**src/rtl/montgomery_domain_entry_pkg.sv**
```systemverilog
// Shared widths and FSM state codes for the Montgomery-domain entry block.
package montgomery_domain_entry_pkg;

  localparam int BITS     = 8;
  localparam int LOG_BITS = 3;

  typedef enum logic [1:0] {
    CONV_IDLE   = 2'd0,
    CONV_RUN    = 2'd1,
    CONV_FINISH = 2'd2
  } conv_state_e;

endpackage

```
**src/rtl/montgomery_domain_entry_mod_double.sv**
```systemverilog
// Combinational modular doubling: y = 2x mod N, valid while x < N.
module montgomery_domain_entry_mod_double
  import montgomery_domain_entry_pkg::*;
#(
  parameter int WIDTH = BITS
) (
  input  logic [WIDTH-1:0] x,
  input  logic [WIDTH-1:0] n,
  output logic [WIDTH-1:0] y
);

  logic [WIDTH:0] dbl;
  logic [WIDTH:0] dbl_sub;

  // The extra bit keeps the carry out of 2x; since x < N, one subtract suffices.
  assign dbl     = {x, 1'b0};
  assign dbl_sub = dbl - {1'b0, n};
  assign y       = (dbl >= {1'b0, n}) ? dbl_sub[WIDTH-1:0] : dbl[WIDTH-1:0];

endmodule

```
**src/rtl/montgomery_domain_entry.sv**
```systemverilog
// Maps a plain base into the Montgomery domain (base*R mod N, R mod N) by WIDTH modular doublings.
// Optional MONT_NPRIME_CALC_EN adds an N_prime = -N^-1 mod R Hensel-lift datapath in the same cycles.
module montgomery_domain_entry
  import montgomery_domain_entry_pkg::*;
#(
  parameter int WIDTH = BITS,
  parameter int CNT_W = LOG_BITS
) (
  input  logic             clk,
  input  logic             rst,
  input  logic             start,
  input  logic [WIDTH-1:0] base,
  input  logic [WIDTH-1:0] N,
  output logic             finish,
  output logic             err,
  output logic [WIDTH-1:0] base_mont,
  output logic [WIDTH-1:0] one_mont
`ifdef MONT_NPRIME_CALC_EN
  ,
  output logic [WIDTH-1:0] N_prime
`endif
);

  conv_state_e      state_q, state_d;
  logic [CNT_W-1:0] count_q, count_d;
  logic [WIDTH-1:0] x_q, x_d;
  logic [WIDTH-1:0] r_q, r_d;
  logic [WIDTH-1:0] n_q, n_d;
  logic             bad_q, bad_d;
  logic             finish_q, finish_d;
  logic             err_q, err_d;
  logic [WIDTH-1:0] base_mont_q, base_mont_d;
  logic [WIDTH-1:0] one_mont_q, one_mont_d;
  logic [WIDTH-1:0] x_dbl, r_dbl;
`ifdef MONT_NPRIME_CALC_EN
  logic [WIDTH-1:0] t_q, t_d;
  logic [WIDTH-1:0] y_q, y_d;
  logic [WIDTH-1:0] n_prime_q, n_prime_d;
  logic [CNT_W-1:0] bit_idx;

  // Counter runs WIDTH-1 down to 0 while the lifted bit runs 0 up to WIDTH-1.
  assign bit_idx = CNT_W'(WIDTH - 1) - count_q;
`endif

  montgomery_domain_entry_mod_double #(.WIDTH(WIDTH)) u_dbl_x (
    .x (x_q),
    .n (n_q),
    .y (x_dbl)
  );

  montgomery_domain_entry_mod_double #(.WIDTH(WIDTH)) u_dbl_r (
    .x (r_q),
    .n (n_q),
    .y (r_dbl)
  );

  always_comb begin
    // NOTE: every variable gets a default here so no path leaves it unassigned and infers a latch.
    state_d     = state_q;
    count_d     = count_q;
    x_d         = x_q;
    r_d         = r_q;
    n_d         = n_q;
    bad_d       = bad_q;
    finish_d    = 1'b0;
    err_d       = err_q;
    base_mont_d = base_mont_q;
    one_mont_d  = one_mont_q;
`ifdef MONT_NPRIME_CALC_EN
    t_d         = t_q;
    y_d         = y_q;
    n_prime_d   = n_prime_q;
`endif

    unique case (state_q)
      CONV_IDLE: begin
        if (start) begin
          n_d     = N;
          x_d     = base;
          // 1 mod N, so that N == 1 also keeps r < N and yields 0.
          r_d     = {{(WIDTH-1){1'b0}}, (N != {{(WIDTH-1){1'b0}}, 1'b1})};
          count_d = CNT_W'(WIDTH - 1);
`ifdef MONT_NPRIME_CALC_EN
          t_d     = {{(WIDTH-1){1'b0}}, 1'b1};
          y_d     = '0;
`endif
          if (!N[0] || (base >= N)) begin
            bad_d   = 1'b1;
            state_d = CONV_FINISH;
          end else begin
            bad_d   = 1'b0;
            state_d = CONV_RUN;
          end
        end
      end

      CONV_RUN: begin
        x_d = x_dbl;
        r_d = r_dbl;
`ifdef MONT_NPRIME_CALC_EN
        if (t_q[bit_idx]) begin
          t_d          = t_q + (n_q << bit_idx);
          y_d[bit_idx] = 1'b1;
        end
`endif
        if (count_q == '0) begin
          state_d = CONV_FINISH;
        end else begin
          count_d = count_q - 1'b1;
        end
      end

      CONV_FINISH: begin
        finish_d    = 1'b1;
        err_d       = bad_q;
        base_mont_d = bad_q ? '0 : x_q;
        one_mont_d  = bad_q ? '0 : r_q;
`ifdef MONT_NPRIME_CALC_EN
        n_prime_d   = bad_q ? '0 : y_q;
`endif
        state_d     = CONV_IDLE;
      end

      default: state_d = CONV_IDLE;
    endcase
  end

  // NOTE: sequential state uses non-blocking assignments so all flops update from pre-edge values.
  always_ff @(posedge clk or posedge rst) begin
    if (rst) begin
      state_q     <= CONV_IDLE;
      count_q     <= '0;
      x_q         <= '0;
      r_q         <= '0;
      n_q         <= '0;
      bad_q       <= 1'b0;
      finish_q    <= 1'b0;
      err_q       <= 1'b0;
      base_mont_q <= '0;
      one_mont_q  <= '0;
`ifdef MONT_NPRIME_CALC_EN
      t_q         <= '0;
      y_q         <= '0;
      n_prime_q   <= '0;
`endif
    end else begin
      state_q     <= state_d;
      count_q     <= count_d;
      x_q         <= x_d;
      r_q         <= r_d;
      n_q         <= n_d;
      bad_q       <= bad_d;
      finish_q    <= finish_d;
      err_q       <= err_d;
      base_mont_q <= base_mont_d;
      one_mont_q  <= one_mont_d;
`ifdef MONT_NPRIME_CALC_EN
      t_q         <= t_d;
      y_q         <= y_d;
      n_prime_q   <= n_prime_d;
`endif
    end
  end

  assign finish    = finish_q;
  assign err       = err_q;
  assign base_mont = base_mont_q;
  assign one_mont  = one_mont_q;
`ifdef MONT_NPRIME_CALC_EN
  assign N_prime   = n_prime_q;
`endif

endmodule

```
**config.mk**
```make
export PLATFORM = sky130hd
export DESIGN_NAME = montgomery_domain_entry
export DESIGN_NICKNAME = d
export VERILOG_FILES = /design/src/rtl/montgomery_domain_entry_pkg.sv /design/src/rtl/montgomery_domain_entry_mod_double.sv /design/src/rtl/montgomery_domain_entry.sv
export SDC_FILE = /design/constraint.sdc
export NUM_CORES = 1
export LEC_CHECK = 0
export ABC_AREA = 1
export BUFFER_PORTS_ARGS = -buffer_cell sky130_fd_sc_hd__buf_2
export CORE_MARGIN = 8
export CORE_UTILIZATION = 55
export CTS_BUF_LIST = sky130_fd_sc_hd__clkbuf_2 sky130_fd_sc_hd__clkbuf_4 sky130_fd_sc_hd__clkbuf_8
export DETAILED_ROUTE_END_ITERATION = 8
export GPL_TIMING_DRIVEN = 0
export PLACE_DENSITY = 0.76
export SETUP_SLACK_MARGIN = 0.5
export SLEW_MARGIN = 20
export SYNTH_ARGS = -nofsm -noshare
export SYNTH_HDL_FRONTEND = slang
export SYNTH_SLANG_ARGS = --single-unit
```
**constraint.sdc**
```tcl
create_clock -name clk -period 3.8 [get_ports clk]
set_input_delay 0.76 -clock clk [delete_from_list [all_inputs] [get_ports clk]]
set_output_delay 0.76 -clock clk [all_outputs]
set_load 0.01 [all_outputs]
```
## After elaboration in Yosys (flattened, before gate mapping)

Cells that the tools add are included.

| word-level totals | value |
|---|---|
| register bits | 48 |
| bits of input ports | 19 |

| operators by class | value |
|---|---|
| add/sub/neg operators | 3 |
| magnitude comparators | 3 |
| equal/unequal tests | 6 |
| multiplexer cells | 17 |
| reductions and logical operators | 9 |

Operator list:

| operator | count |
|---|---|
| $mux W8 | 6 |
| $pmux W8 S2 | 2 |
| $ge A9 B8 Y1 | 2 |
| $sub A8 B8 Y8 | 2 |
| $ge A8 B8 Y1 | 1 |
| $ne A8 B1 Y1 const B | 1 |
| $mux W2 | 3 |
| $mux W3 | 2 |
| $ne A2 B2 Y1 const B | 3 |
| $pmux W3 S2 | 1 |
| $reduce_and A2 Y1 | 3 |
| $pmux W2 S2 | 1 |
| $logic_not A3 Y1 | 1 |
| $reduce_and A3 Y1 | 1 |
| $sub A3 B1 Y3 const B | 1 |
| $eq A2 B1 Y1 const B | 1 |
| $eq A2 B2 Y1 const B | 1 |
| $logic_not A2 Y1 | 1 |
| $mux W1 | 2 |
| $reduce_bool A2 Y1 | 1 |
| $logic_not A1 Y1 | 1 |
| $logic_or A1 B1 Y1 | 1 |

## Depth between registers and ports, before layout

Gate-level depths: netlist of the first run.

| logic depth | value |
|---|---|
| depth in word-level cells | 5 |
| depth in mapped cells | 14 |

## Cells and area by module

From an unflattened synthesis of the first run, not the netlist that was laid out.

| unflattened totals | value |
|---|---|
| cells, all modules | 428 |
| area, all modules | 3404.5 µm² |

Modules (own cells, without submodules):

| module | times used | cells each | area an instance (µm²) | sequential area each (µm²) |
|---|---|---|---|---|
| montgomery_domain_entry | 1 | 226 | 2198.4 | 1201.2 |
| montgomery_domain_entry_mod_double | 2 | 101 | 603.1 | 0.0 |

## Worst setup path after synthesis of the first run

No wires, ideal clock.

| timing path | value |
|---|---|
| path type | in2reg |
| start | input N[5] |
| end | register state_q[1] |
| arrival | 1.677 ns |
| data required time | 3.681 ns |
| setup slack | 2.004 ns |
| stages | 8 |
| path buffers | 0 |
| path through | inv_1 ha_1 a21oi_1 nor2_1 a211oi_1 nand4_1 nor2_1 nor2_1 |

| between the ends | value |
|---|---|
| longest elaborated chain between the ends | 5 |

RTL lines:

| element | line | source |
|---|---|---|
| start, declared | montgomery_domain_entry.sv:13 | `input logic [WIDTH-1:0] N,` |
| $ge A8 B8 Y1 | montgomery_domain_entry.sv:87 | `if (!N[0] \|\| (base >= N)) begin` |
| $logic_or A1 B1 Y1 | montgomery_domain_entry.sv:87 |  |
| $mux W2 | montgomery_domain_entry.sv:87 |  |
| $mux W2 | montgomery_domain_entry.sv:77 | `if (start) begin` |
| $pmux W2 S2 | montgomery_domain_entry.sv:75 | `unique case (state_q)` |
| end signal, assigned | montgomery_domain_entry.sv:147 | `state_q <= state_d;` |
| end, declared | montgomery_domain_entry.sv:24 | `conv_state_e state_q, state_d;` |

Every way passes these cells. The select of a mux whose other input is x is not followed.
A chain may end at the register's enable or synchronous reset.

## Final worst setup path of the first run

| timing path | value |
|---|---|
| start | register n_q[1] |
| end | register x_q[7] |

| between the ends | value |
|---|---|
| longest elaborated chain between the ends | 3 |
| elaborated cells between the ends (all ways) | 4 |

RTL lines:

| element | line | source |
|---|---|---|
| start, declared | montgomery_domain_entry.sv:28 | `logic [WIDTH-1:0] n_q, n_d;` |
| start signal, assigned | montgomery_domain_entry.sv:151 | `n_q <= n_d;` |
| $sub A8 B8 Y8 / $ge A9 B8 Y1 (equally long branches) | montgomery_domain_entry_mod_double.sv:17, montgomery_domain_entry_mod_double.sv:18 |  |
| $mux W8 * | montgomery_domain_entry_mod_double.sv:18 | `assign y = (dbl >= {1'b0, n}) ? dbl_sub[WIDTH-1:0] : dbl[WIDTH-1:0];` |
| $pmux W8 S2 * | montgomery_domain_entry.sv:75 |  |
| end signal, assigned | montgomery_domain_entry.sv:133 | `x_q <= '0;` |
| end signal, assigned | montgomery_domain_entry.sv:149 | `x_q <= x_d;` |
| end, declared | montgomery_domain_entry.sv:26 | `logic [WIDTH-1:0] x_q, x_d;` |

Every way passes the cells marked *; elsewhere a longest branch is shown, timed or not.

==> flow_metrics.tcl, run 1 <==
set metrics [dict create \
    dp_hpwl_microns 5880 \
    cts_tree "built" \
    syn_area_per_cell_sq_um 7.70 \
    io_buffers 36 \
    cpMostUsedCell "nand2_1" \
    insertion_delay_ns 0.31 \
    syn-num-nets 461 \
    async_reset_ff_share_pct 100 \
    cp.arrival_ns 2.34 \
    die-area_sq_um 8490 \
    synth_cell_types 33 \
    r2r_end "x_q[7]$_DFFE_PP0P_" \
    period_needed_ns 2.11 \
    gr-total-overflow 0 \
    cts_hold_buf 0 \
    drive_above_1_share_pct 15.7 \
    mappedNetlistArea_sq_um 3190 \
    cts.sinks 48 \
    fin_skew_ns 0.00548 \
    r2r-start "n_q[1]$_DFFE_PP0P_" \
    cp-end-kind "flop" \
    cts_setup_buffers 0 \
    drc 0 \
    crit_type "reg -> reg" \
    cts_resized 0 \
    clkSlewWorstSetupHoldPaths_ns 0.09 \
    p_per_area_nw_per_um2 965 \
    synth_edf_count 0 \
    grt_pass1_vias 2789 \
    gp_congestion 0.929 \
    hold_class "in -> async" \
    worstSetupStartpointType "flop" \
    drt-met1-wl_microns 3550 \
    synth-main-ff-cell "dfrtp_1" \
    antenna_found_initial 0 \
    final-setup-viol-count 0 \
    max_clock_freq_mhz 474 \
    status "finished, final reports clean" \
    synthToLayoutAreaGrowth_pct 12.1 \
    peakVddDrop_mv 0.497 \
    worst_pin_slew_ns 0.409 \
    cp_slowest_cell "dfrtp_1" \
    die_h_microns 92.1 \
    r2r_cells 12 \
    ant_nets 0 \
    final-hold-violation-count 0 \
    dp.cells 523 \
    synth_cells 414 \
    start_util_pct 57.5 \
    power_leakage_nw 1.97 \
    finalNonFillerCells 531 \
    max_stage_delay_ns 0.46 \
    slew_viol_final 0 \
    ys_ff_latch 48 \
    drt_wl_total_microns 7370 \
    regToRegSetupSlack_ns 1.69 \
    die_w_microns 92.1 \
    antennaDiodeCount 0 \
    cp_max_fo 5 \
    ys_seq_area_share_pct 37.7 \
    cts_buffers 5 \
    worstPathRequired_ns 4.03 \
    startpoint "n_q[1]$_DFFE_PP0P_" \
    ctsLongestPathBuffers 2 \
    root_buffer "clkbuf_8" \
    finalCritPeriodShare_pct 55.5 \
    highest_layer "met4" \
    wl_met2_microns 3270 \
    grt_usage_pct 18.0 \
    critPathCapture "x_q[7]$_DFFE_PP0P_" \
    nNetsFinal 505 \
    firstDrtPassIters 4 \
    maxSlewHeadroom_pct 72.4 \
    cap_violations 0 \
    core_sq_um 5540 \
    rsz0062_at_grt "false" \
    rows 27 \
    ios 37 \
    tns_ns 0 \
    avgRoutedWirePerCell_microns 13.9 \
    via_per_inst 5.18 \
    drt_iter0_drc 116 \
    worstPathCellList "inv_1 -> ha_1 -> ha_1 -> inv_1 -> nor2_1 -> nand2_1 -> nand3_1 -> nor2_1 -> nand3_1 -> nand2_1 -> nand2_1 -> a21oi_1" \
    via_count 2748 \
    wl_met3_microns 351 \
    fillers 511 \
    h-tree-depth 2 \
    ys.warnings.count 0 \
    grt_max_degree 33 \
    grt_pass1_wl_microns 12500 \
]
## worst max-delay path, delay by kind of cell, from the launching register on
kind            cells  cell delay [ns]
compound gates      1             0.13
fa+ha+maj           2             0.53
buf+inv             2             0.15
flops               1             0.46
simple gates        7             0.75
## synthesized netlist by cell type, types with 3 or more instances
cell type	n	area [sq um]
a21boi_1	4	30.0
a21oi_1	12	60.1
xnor2_1	4	35.0
nand2_4	3	33.8
xor2_1	5	43.8
nor2_4	3	33.8
nand4_1	7	43.8
clkbuf_1	3	11.3
nand2_1	109	409
ha_1	26	325
o21ai_0	34	170
nor2_1	21	78.8
dfrtp_1	48	1200
o31ai_1	4	30.0
nand3_1	36	180
inv_2	4	15.0
nand2_2	5	31.3
inv_1	65	244
## area by class of cell
type	instances	area, sq um	share of cell area [%]
multi-input combinational	290	1680	47.1
buffer	7	43.8	1.23
inverter	69	259	7.25
clock inverter	2	13.8	0.385
timing repair buffer	37	200	5.60
tap	72	90.1	2.52
sequential	48	1200	33.6
clock buffer	6	82.6	2.31
## routing by layer
layer  vias to the layer above  global-route usage, %
met5                         -                      0
met2                        67                   29.9
met4                         0                   7.38
met3                        13                   3.18
li1                       1416                      -
met1                      1252                   22.6
## stage by stage
| step | util, % | power (mW) | hold WS, ns | cell area [sq um] | setup WS, ns |
|---|---|---|---|---|---|
| 6_report | 64.5 | 3.45 | 0.417 | 3570 | 1.69 |
| 2_1_floorplan | - | 2.58 | 0.450 | 3190 | 1.90 |
| 3_3_place_gp | 62.4 | 3.06 | 0.460 | 3460 | 1.28 |
| 3_5_place_dp | 62.8 | 3.11 | 0.468 | 3480 | 1.74 |
| 4_1_cts | 64.5 | 3.45 | 0.430 | 3570 | 1.71 |
| 5_1_grt | 64.5 | 3.82 | 0.451 | 3570 | 1.54 |
## power breakdown
part	internal, mW	switching, mW
Sequential	0.736	0.146
Clock	0.149	0.182
Combinational	0.833	1.40
## state kept, by name, summed over array words and instances (netlist names)
name	flops
bad_q	1
base_mont	8
count_q	3
err	1
finish	1
n_q	8
one_mont	8
r_q	8
state_q	2
x_q	8
## layout by cell type (no fill, tap or decap)
cell type,netlist,routed
a21oi_1,12,12
a211oi_1,1,1
inv_2,4,5
clkbuf_8,0,6
buf_2,2,38
a21oi_2,1,1
nand2_4,3,3
or2_0,1,1
nand4_4,1,1
nand3_1,36,36
inv_1,65,64
nand2_2,5,5
o211ai_1,2,2
nand2_1,109,109
nand3_4,1,1
fa_1,2,2
inv_6,0,1
nand3_2,2,2
or2_2,1,1
clkbuf_1,3,3
o21ai_0,34,34
a22oi_1,1,1
nand4_1,7,7
a21o_1,1,1
xor2_1,5,5
buf_6,2,2
dfrtp_1,48,48
ha_1,26,26
nor2_4,3,3
xnor2_1,4,4
buf_12,0,1
o31ai_1,4,4
a21boi_1,4,4
nor2_1,21,21
or2_4,1,1
clkinv_2,0,1
a31oi_1,2,2
## worst min path at each step
stage                                to  depth (start not counted)                     start
4_1_cts          count_q[0]$_DFFE_PP0P_                          2                       rst
3_5_place_dp   base_mont[3]$_DFFE_PP0P_                          2  base_mont[3]$_DFFE_PP0P_
2_1_floorplan         bad_q$_DFFE_PP0P_                          2         bad_q$_DFFE_PP0P_
3_3_place_gp    one_mont[4]$_DFFE_PP0P_                          2   one_mont[4]$_DFFE_PP0P_
5_1_grt          count_q[0]$_DFFE_PP0P_                          2                       rst
6_report         count_q[1]$_DFFE_PP0P_                          2                       rst
## kinds of logic after synthesis
logic type | count (synthesis) | share of synthesized area (%)
xor gates and xnor gates | 9 | 2.47
and+or+nand+nor | 191 | 27.9
AOI/OAI and AO/OA | 62 | 10.9
DFF | 48 | 37.7
adders and majority gates | 28 | 11.5
buffers and inverters | 76 | 9.50
Note: power is estimated with default switching activity, not from simulation.
==> inputs of run 2 (changes only) <==
--- a/config.mk
+++ b/config.mk
@@ -5,7 +5,7 @@
 export SDC_FILE = /design/constraint.sdc
 export NUM_CORES = 1
 export LEC_CHECK = 0
-export ABC_AREA = 1
+export ABC_AREA = 0
 export BUFFER_PORTS_ARGS = -buffer_cell sky130_fd_sc_hd__buf_2
 export CORE_MARGIN = 8
 export CORE_UTILIZATION = 55
==> constraint.sdc (replaced) <==
create_clock -name clk -period 2.2 [get_ports clk]
set_input_delay 0.44 -clock clk [delete_from_list [all_inputs] [get_ports clk]]
set_output_delay 0.44 -clock clk [all_outputs]
set_load 0.01 [all_outputs]
==> run 2 against run 1 <==
Against the previous run:
- utilization is 8.5 points higher
- sequential share of layout area is 5.2 points lower
- total power is 130% higher
- worst setup slack worse by 1.6 ns
- non-clock buffer count is 32 higher
- clock skew is 0.0035 ns higher
==> flow_metrics.tcl, run 2 <==
set metrics [dict create \
    async_reset_ff_share_pct 100 \
    fillers 412 \
    fin_ws_ns 0.137 \
    synth_top_family_by_area "compound AO/OA/AOI/OAI gates" \
    dp.cells 473 \
    synth_top_area_cell "dfrtp_1" \
    die_h_microns 92.8 \
    gp_congestion 0.863 \
    finalCritPeriodShare_pct 93.8 \
    rsz0062_at_grt "true" \
    syn-num-nets 408 \
    p_per_area_nw_per_um2 1860 \
    die_w_microns 92.8 \
    status "finished, final reports clean" \
    cp-end-kind "flop" \
    antennaDiodeCount 0 \
    synthMuxAreaShare_pct 1.27 \
    ctsLongestPathBuffers 2 \
    insertion_delay_ns 0.30 \
    synthToLayoutAreaGrowth_pct 30.8 \
    start_util_pct 55.8 \
    cts_hold_buf 0 \
    via_count 3006 \
    final_cell_mix "nand2_1 (51), dfrtp_1 (44), buf_2 (40)" \
    maxSlewHeadroom_pct 56.3 \
    clkSlewWorstSetupHoldPaths_ns 0.09 \
    io_buffers 36 \
    max_clock_freq_mhz 485 \
    grt_pass1_wl_microns 14700 \
    core_sq_um 5820 \
    gr-total-overflow 0 \
    cts_buffers 5 \
    design_power_total_mw 7.88 \
    period_needed_ns 2.06 \
    worstSetupStartpointType "flop" \
    grt_usage_pct 21.2 \
    root_buffer "clkbuf_8" \
    drt_iter0_drc 270 \
    ys_top_cells_by_area "dfrtp_1 (37%), ha_1 (10%), nand2_1 (6.0%)" \
    synth_cell_types 64 \
    firstDrtPassIters 5 \
    synth_cells 361 \
    drc 0 \
    drt_wl_total_microns 9170 \
    cts.sinks 48 \
    comb_power_share_pct 69.9 \
    peakVddDrop_mv 1.15 \
    cp_max_fo 6 \
    mappedNetlistArea_sq_um 3250 \
    fin_skew_ns 0.00898 \
    synth.most_common_cell "nand2_1" \
    p_int_mw 4.30 \
    syn_area_per_cell_sq_um 8.99 \
    synth-simple-area-share_pct 20.4 \
    synth-xor-area-share_pct 1.62 \
    worst_pin_slew_ns 0.656 \
    cts_tree "built" \
    final_common_cell "nand2_1" \
    final-hold-violation-count 0 \
    rows 28 \
    cap_violations 0 \
    synth_common_cells "nand2_1 (52), dfrtp_1 (48), o21ai_1 (30)" \
    antenna_found_initial 0 \
    die-area_sq_um 8620 \
    dp_hpwl_microns 6430 \
    via_per_inst 5.95 \
    finalNonFillerCells 505 \
    yosys.area_share.adder_pct 11.3 \
    sw_frac_of_total_pct 45.4 \
    grt_pass1_vias 2901 \
    p_seq_share_pct 20.6 \
    worstPathRequired_ns 2.35 \
    ant_nets 0 \
    cp.arrival_ns 2.21 \
    nNetsFinal 477 \
    p_clk_share_pct 9.5 \
    synth-compound-area-share_pct 23.2 \
    ys.warnings.count 0 \
    power_leakage_nw 1.88 \
    synth_top_area_share_pct 37.0 \
    ios 37 \
    final-setup-viol-count 0 \
    p_sw_mw 3.58 \
    ys_seq_area_share_pct 37.0 \
    h-tree-depth 2 \
    drive_above_1_share_pct 34.2 \
    grt_max_degree 28 \
    crit_type "reg -> reg" \
    ys_ff_latch 48 \
    synth-main-ff-cell "dfrtp_1" \
    avgRoutedWirePerCell_microns 18.2 \
    hold_class "in -> async" \
    slew_viol_final 0 \
    dp_slack_ns 0.185 \
    r2r_cells 9 \
    synth_edf_count 0 \
]
run 2: logic make-up (layout without fill, tap and decap cells):
group,Yosys count,in the layout
buffers and inverters,41,110
adder cells (fa/ha/maj),28,28
AND/OR/NAND/NOR,134,134
flip-flops,48,48
multiplexers,4,4
XOR/XNOR,6,6
AO/OA/AOI/OAI,100,100
run 2: layout make-up:
| cell class | count | area (sq um) | share of cell area, % |
|---|---|---|---|
| buffer | 14 | 72.6 | 1.71 |
| timing repair buffer | 62 | 420 | 9.90 |
| tap | 75 | 93.8 | 2.21 |
| inverter | 27 | 105 | 2.47 |
| clock buffer | 5 | 68.8 | 1.62 |
| sequential | 48 | 1210 | 28.4 |
| clock inverter | 2 | 60.1 | 1.41 |
| multi-input combinational | 272 | 2220 | 52.3 |
run 2: timing repair:
action	4_1_cts	5_1_grt
resized for setup	34	17
pin swaps	22	23
buffers inserted	18	7
endpoints found under the hold margin	0	0
setup endpoints to repair	15	17
cloned	0	0
run 2: per-stage QoR:
step / utilization [%] / hold WS (ns) / TNS, ns / area, sq um
detailed placement: 63.1 / 0.469 / 0 / 3670
CTS: 70.6 / 0.160 / 0 / 4110
floorplan: - / 0.440 / 0 / 3380
global route: 73.0 / 0.186 / 0 / 4250
global placement: 62.8 / 0.453 / -0.0944 / 3650
finish: 73.0 / 0.148 / 0 / 4250
run 2: path summary, 6_finish.rpt:
kind / start / slack, ns / to
min in group clk: N[6] / 0.38 / n_q[6]$_DFFE_PP0P_
worst max register to register: n_q[1]$_DFFE_PP0P_ / 0.14 / r_q[0]$_DFFE_PP0P_
max in group asynchronous: rst / 1.52 / r_q[0]$_DFFE_PP0P_
worst max-delay path: n_q[1]$_DFFE_PP0P_ / 0.14 / r_q[0]$_DFFE_PP0P_
worst min-delay path: rst / 0.15 / base_mont[2]$_DFFE_PP0P_
worst min register to register: count_q[0]$_DFFE_PP0P_ / 0.48 / count_q[0]$_DFFE_PP0P_
run 2: worst max-delay path: stages, from the launching register on:
cell and delay (ns):
dfrtp_1 0.42, inv_2 0.14, buf_12 0.12, ha_4 0.20
ha_4 0.16, nand4_1 0.09, nor2_1 0.07, a21boi_2 0.33
and2_4 0.28, o22ai_1 0.10
run 2: power by group through the flow:
stage | combinational, mW | sequential, mW | clock [mW]
floorplan | 3.27 | 1.58 | 0
global placement | 4.09 | 1.59 | 0
finish | 5.51 | 1.62 | 0.748
CTS | 5.01 | 1.59 | 0.754
detailed placement | 4.19 | 1.61 | 0
global route | 5.94 | 1.67 | 0.782
run 2: per-layer routing:
layer / GRT usage, % / share of wire (%) / up-vias
met5: 0 / 0 / -
met4: 4.30 / 1.7 / 0
met3: 3.56 / 7.9 / 16
met2: 34.1 / 45 / 130
met1: 29.2 / 45 / 1427
li1: - / - / 1433
==> inputs of run 3 (changes only) <==
--- a/config.mk
+++ b/config.mk
@@ -7,9 +7,8 @@
 export LEC_CHECK = 0
 export ABC_AREA = 0
 export BUFFER_PORTS_ARGS = -buffer_cell sky130_fd_sc_hd__buf_2
-export CORE_MARGIN = 8
+export CORE_MARGIN = 4
 export CORE_UTILIZATION = 55
-export CTS_BUF_LIST = sky130_fd_sc_hd__clkbuf_2 sky130_fd_sc_hd__clkbuf_4 sky130_fd_sc_hd__clkbuf_8
 export DETAILED_ROUTE_END_ITERATION = 8
 export GPL_TIMING_DRIVEN = 0
 export PLACE_DENSITY = 0.76
==> run 3 against run 2 <==
Against the previous run:
- die area decreased by 16%
- maximum frequency up 7.7%
- clock skew decreased by 0.0026 ns
- flip-flop and latch count unchanged
- clock-buffer cell count rose by 1
- combinational power is 5.3% lower
- utilization rose by 0.90 points
- worst setup slack improved by 0.15 ns
- register-to-register slack better by 0.15 ns
==> flow_metrics.tcl, run 3 (synthesis results as in run 2) <==
set metrics [dict create \
    peakVddDrop_mv 0.910 \
    crit_type "reg -> reg" \
    fillers 381 \
    worstPathCellList "buf_6 -> fa_2 -> nand2b_4 -> a21oi_4 -> buf_6 -> and4_1 -> nor3_2 -> o31ai_4" \
    finalCritPeriodShare_pct 87.0 \
    cp_max_fo 3 \
    cts_tree "built" \
    core_sq_um 5610 \
    via_per_inst 6.13 \
    die_w_microns 84.8 \
    grt_pass1_wl_microns 14000 \
    final_cell_mix "nand2_1 (52), dfrtp_1 (43), buf_2 (40)" \
    cpMostUsedCell "buf_6" \
    worstSetupStartpointType "flop" \
    nNetsFinal 470 \
    drt_iter0_drc 212 \
    rows 27 \
    io_buffers 36 \
    ios 37 \
    fin_skew_ns 0.00641 \
    dp_hpwl_microns 6380 \
    root_buffer "clkbuf_8" \
    placed_area_sq_um 3670 \
    slew_viol_final 0 \
    cp_slowest_cell "dfrtp_2" \
    synthToLayoutAreaGrowth_pct 27.7 \
    antenna_found_initial 0 \
    rsz0062_at_grt "true" \
    grt_max_degree 32 \
    insertion_delay_ns 0.31 \
    die-area_sq_um 7200 \
    design_power_total_mw 7.53 \
    final-hold-violation-count 0 \
    ant_nets 0 \
    final-setup-viol-count 0 \
    grt_usage_pct 24.2 \
    p_per_area_nw_per_um2 1820 \
    fin_ws_ns 0.285 \
    hold_ws_ns 0.101 \
    fin_area_sq_um 4150 \
    cp.arrival_ns 2.14 \
    cap_violations 0 \
    firstDrtPassIters 5 \
    ctsLongestPathBuffers 2 \
    via_count 3039 \
    h-tree-depth 2 \
    tns_ns 0 \
    clkSlewWorstSetupHoldPaths_ns 0.09 \
    period_needed_ns 1.91 \
    status "finished, final reports clean" \
    cp-end-kind "flop" \
    gr-total-overflow 0 \
    drt_wl_total_microns 8820 \
    dp_slack_ns 0.210 \
    worstPathRequired_ns 2.43 \
    hold_class "in -> async" \
    cts_buffers 5 \
    gp_congestion 0.946 \
    antennaDiodeCount 0 \
    max_clock_freq_mhz 522 \
    max_stage_delay_ns 0.46 \
    start_util_pct 57.9 \
    power_leakage_nw 1.84 \
    maxSlewHeadroom_pct 59.7 \
    die_h_microns 84.8 \
    final_common_cell "nand2_1" \
    worst_pin_slew_ns 0.604 \
    avgRoutedWirePerCell_microns 17.8 \
    grt_pass1_vias 2856 \
    drc 0 \
    drive_above_1_share_pct 33.7 \
    cts.sinks 48 \
]
## run 3: cell count changes in the layout (fill, tap and decap cells not counted), sizes merged
cell | previous run | this run
buf | 69 | 62
bufinv | 2 | 1
clkbuf | 12 | 13
clkinv | 0 | 1
clkinvlp | 1 | 0
inv | 26 | 27
## run 3: area by class of cell
| cell class | count | area, sq um | area share, % |
|---|---|---|---|
| multi-input cells | 272 | 2180 | 52.7 |
| flip-flops and latches | 48 | 1210 | 29.1 |
| repair buffers | 55 | 363 | 8.75 |
| inverters | 27 | 106 | 2.57 |
| well taps | 72 | 90.1 | 2.17 |
| clock buffers | 6 | 82.6 | 1.99 |
| plain buffers | 14 | 73.8 | 1.78 |
| clock inverters | 2 | 38.8 | 0.936 |
## run 3: path summary, 6_finish.rpt
path / startpoint / end / slack (ns) / depth (start not counted)
max: n_q[1]$_DFFE_PP0P_ / r_q[6]$_DFFE_PP0P_ / 0.29 / 8
min: rst / one_mont[1]$_DFFE_PP0P_ / 0.10 / 2
max reg2reg: n_q[1]$_DFFE_PP0P_ / r_q[6]$_DFFE_PP0P_ / 0.29 / 8
min reg2reg: count_q[0]$_DFFE_PP0P_ / count_q[0]$_DFFE_PP0P_ / 0.48 / 1
max in group asynchronous: rst / n_q[0]$_DFFE_PP0P_ / 1.59 / 3
min in group clk: N[4] / n_q[4]$_DFFE_PP0P_ / 0.37 / 3
## run 3: repair_timing
action,4_1_cts,5_1_grt
endpoints found under the setup margin,15,18
pin swaps,18,13
gates resized for setup,28,23
hold buffers,0,0
setup buffers,11,7
## run 3: metal layers
metal  share of wire (%)  GRT usage [%]  wire length, microns
met2                  48           40.8                  4230
met1                  43           32.6                  3810
met4                 1.2           7.34                   110
met5                   0              0                     0
met3                 7.6           3.20                   673
## run 3: power breakdown
part | leakage [nW] | switching (mW) | internal (mW)
Combinational | 1.18 | 2.81 | 2.41
Clock | 0.0614 | 0.310 | 0.372
Sequential | 0.599 | 0.360 | 1.26
Total | 1.84 | 3.48 | 4.05
## run 3: worst max-delay path, delay by kind of cell (launching register included)
kind / cells / cell delay [ns]
DFF: 1 / 0.46
and+or+nand+nor: 3 / 0.40
adders and majority gates: 1 / 0.38
AOI/OAI and AO/OA: 2 / 0.35
buffers and inverters: 2 / 0.24
## run 3: per-stage QoR
stage	util, %	instances
final	73.9	496
after detailed placement	65.4	470
after global placement	65.1	469
after floorplan	-	361
after global routing	73.9	496
after CTS	71.0	489
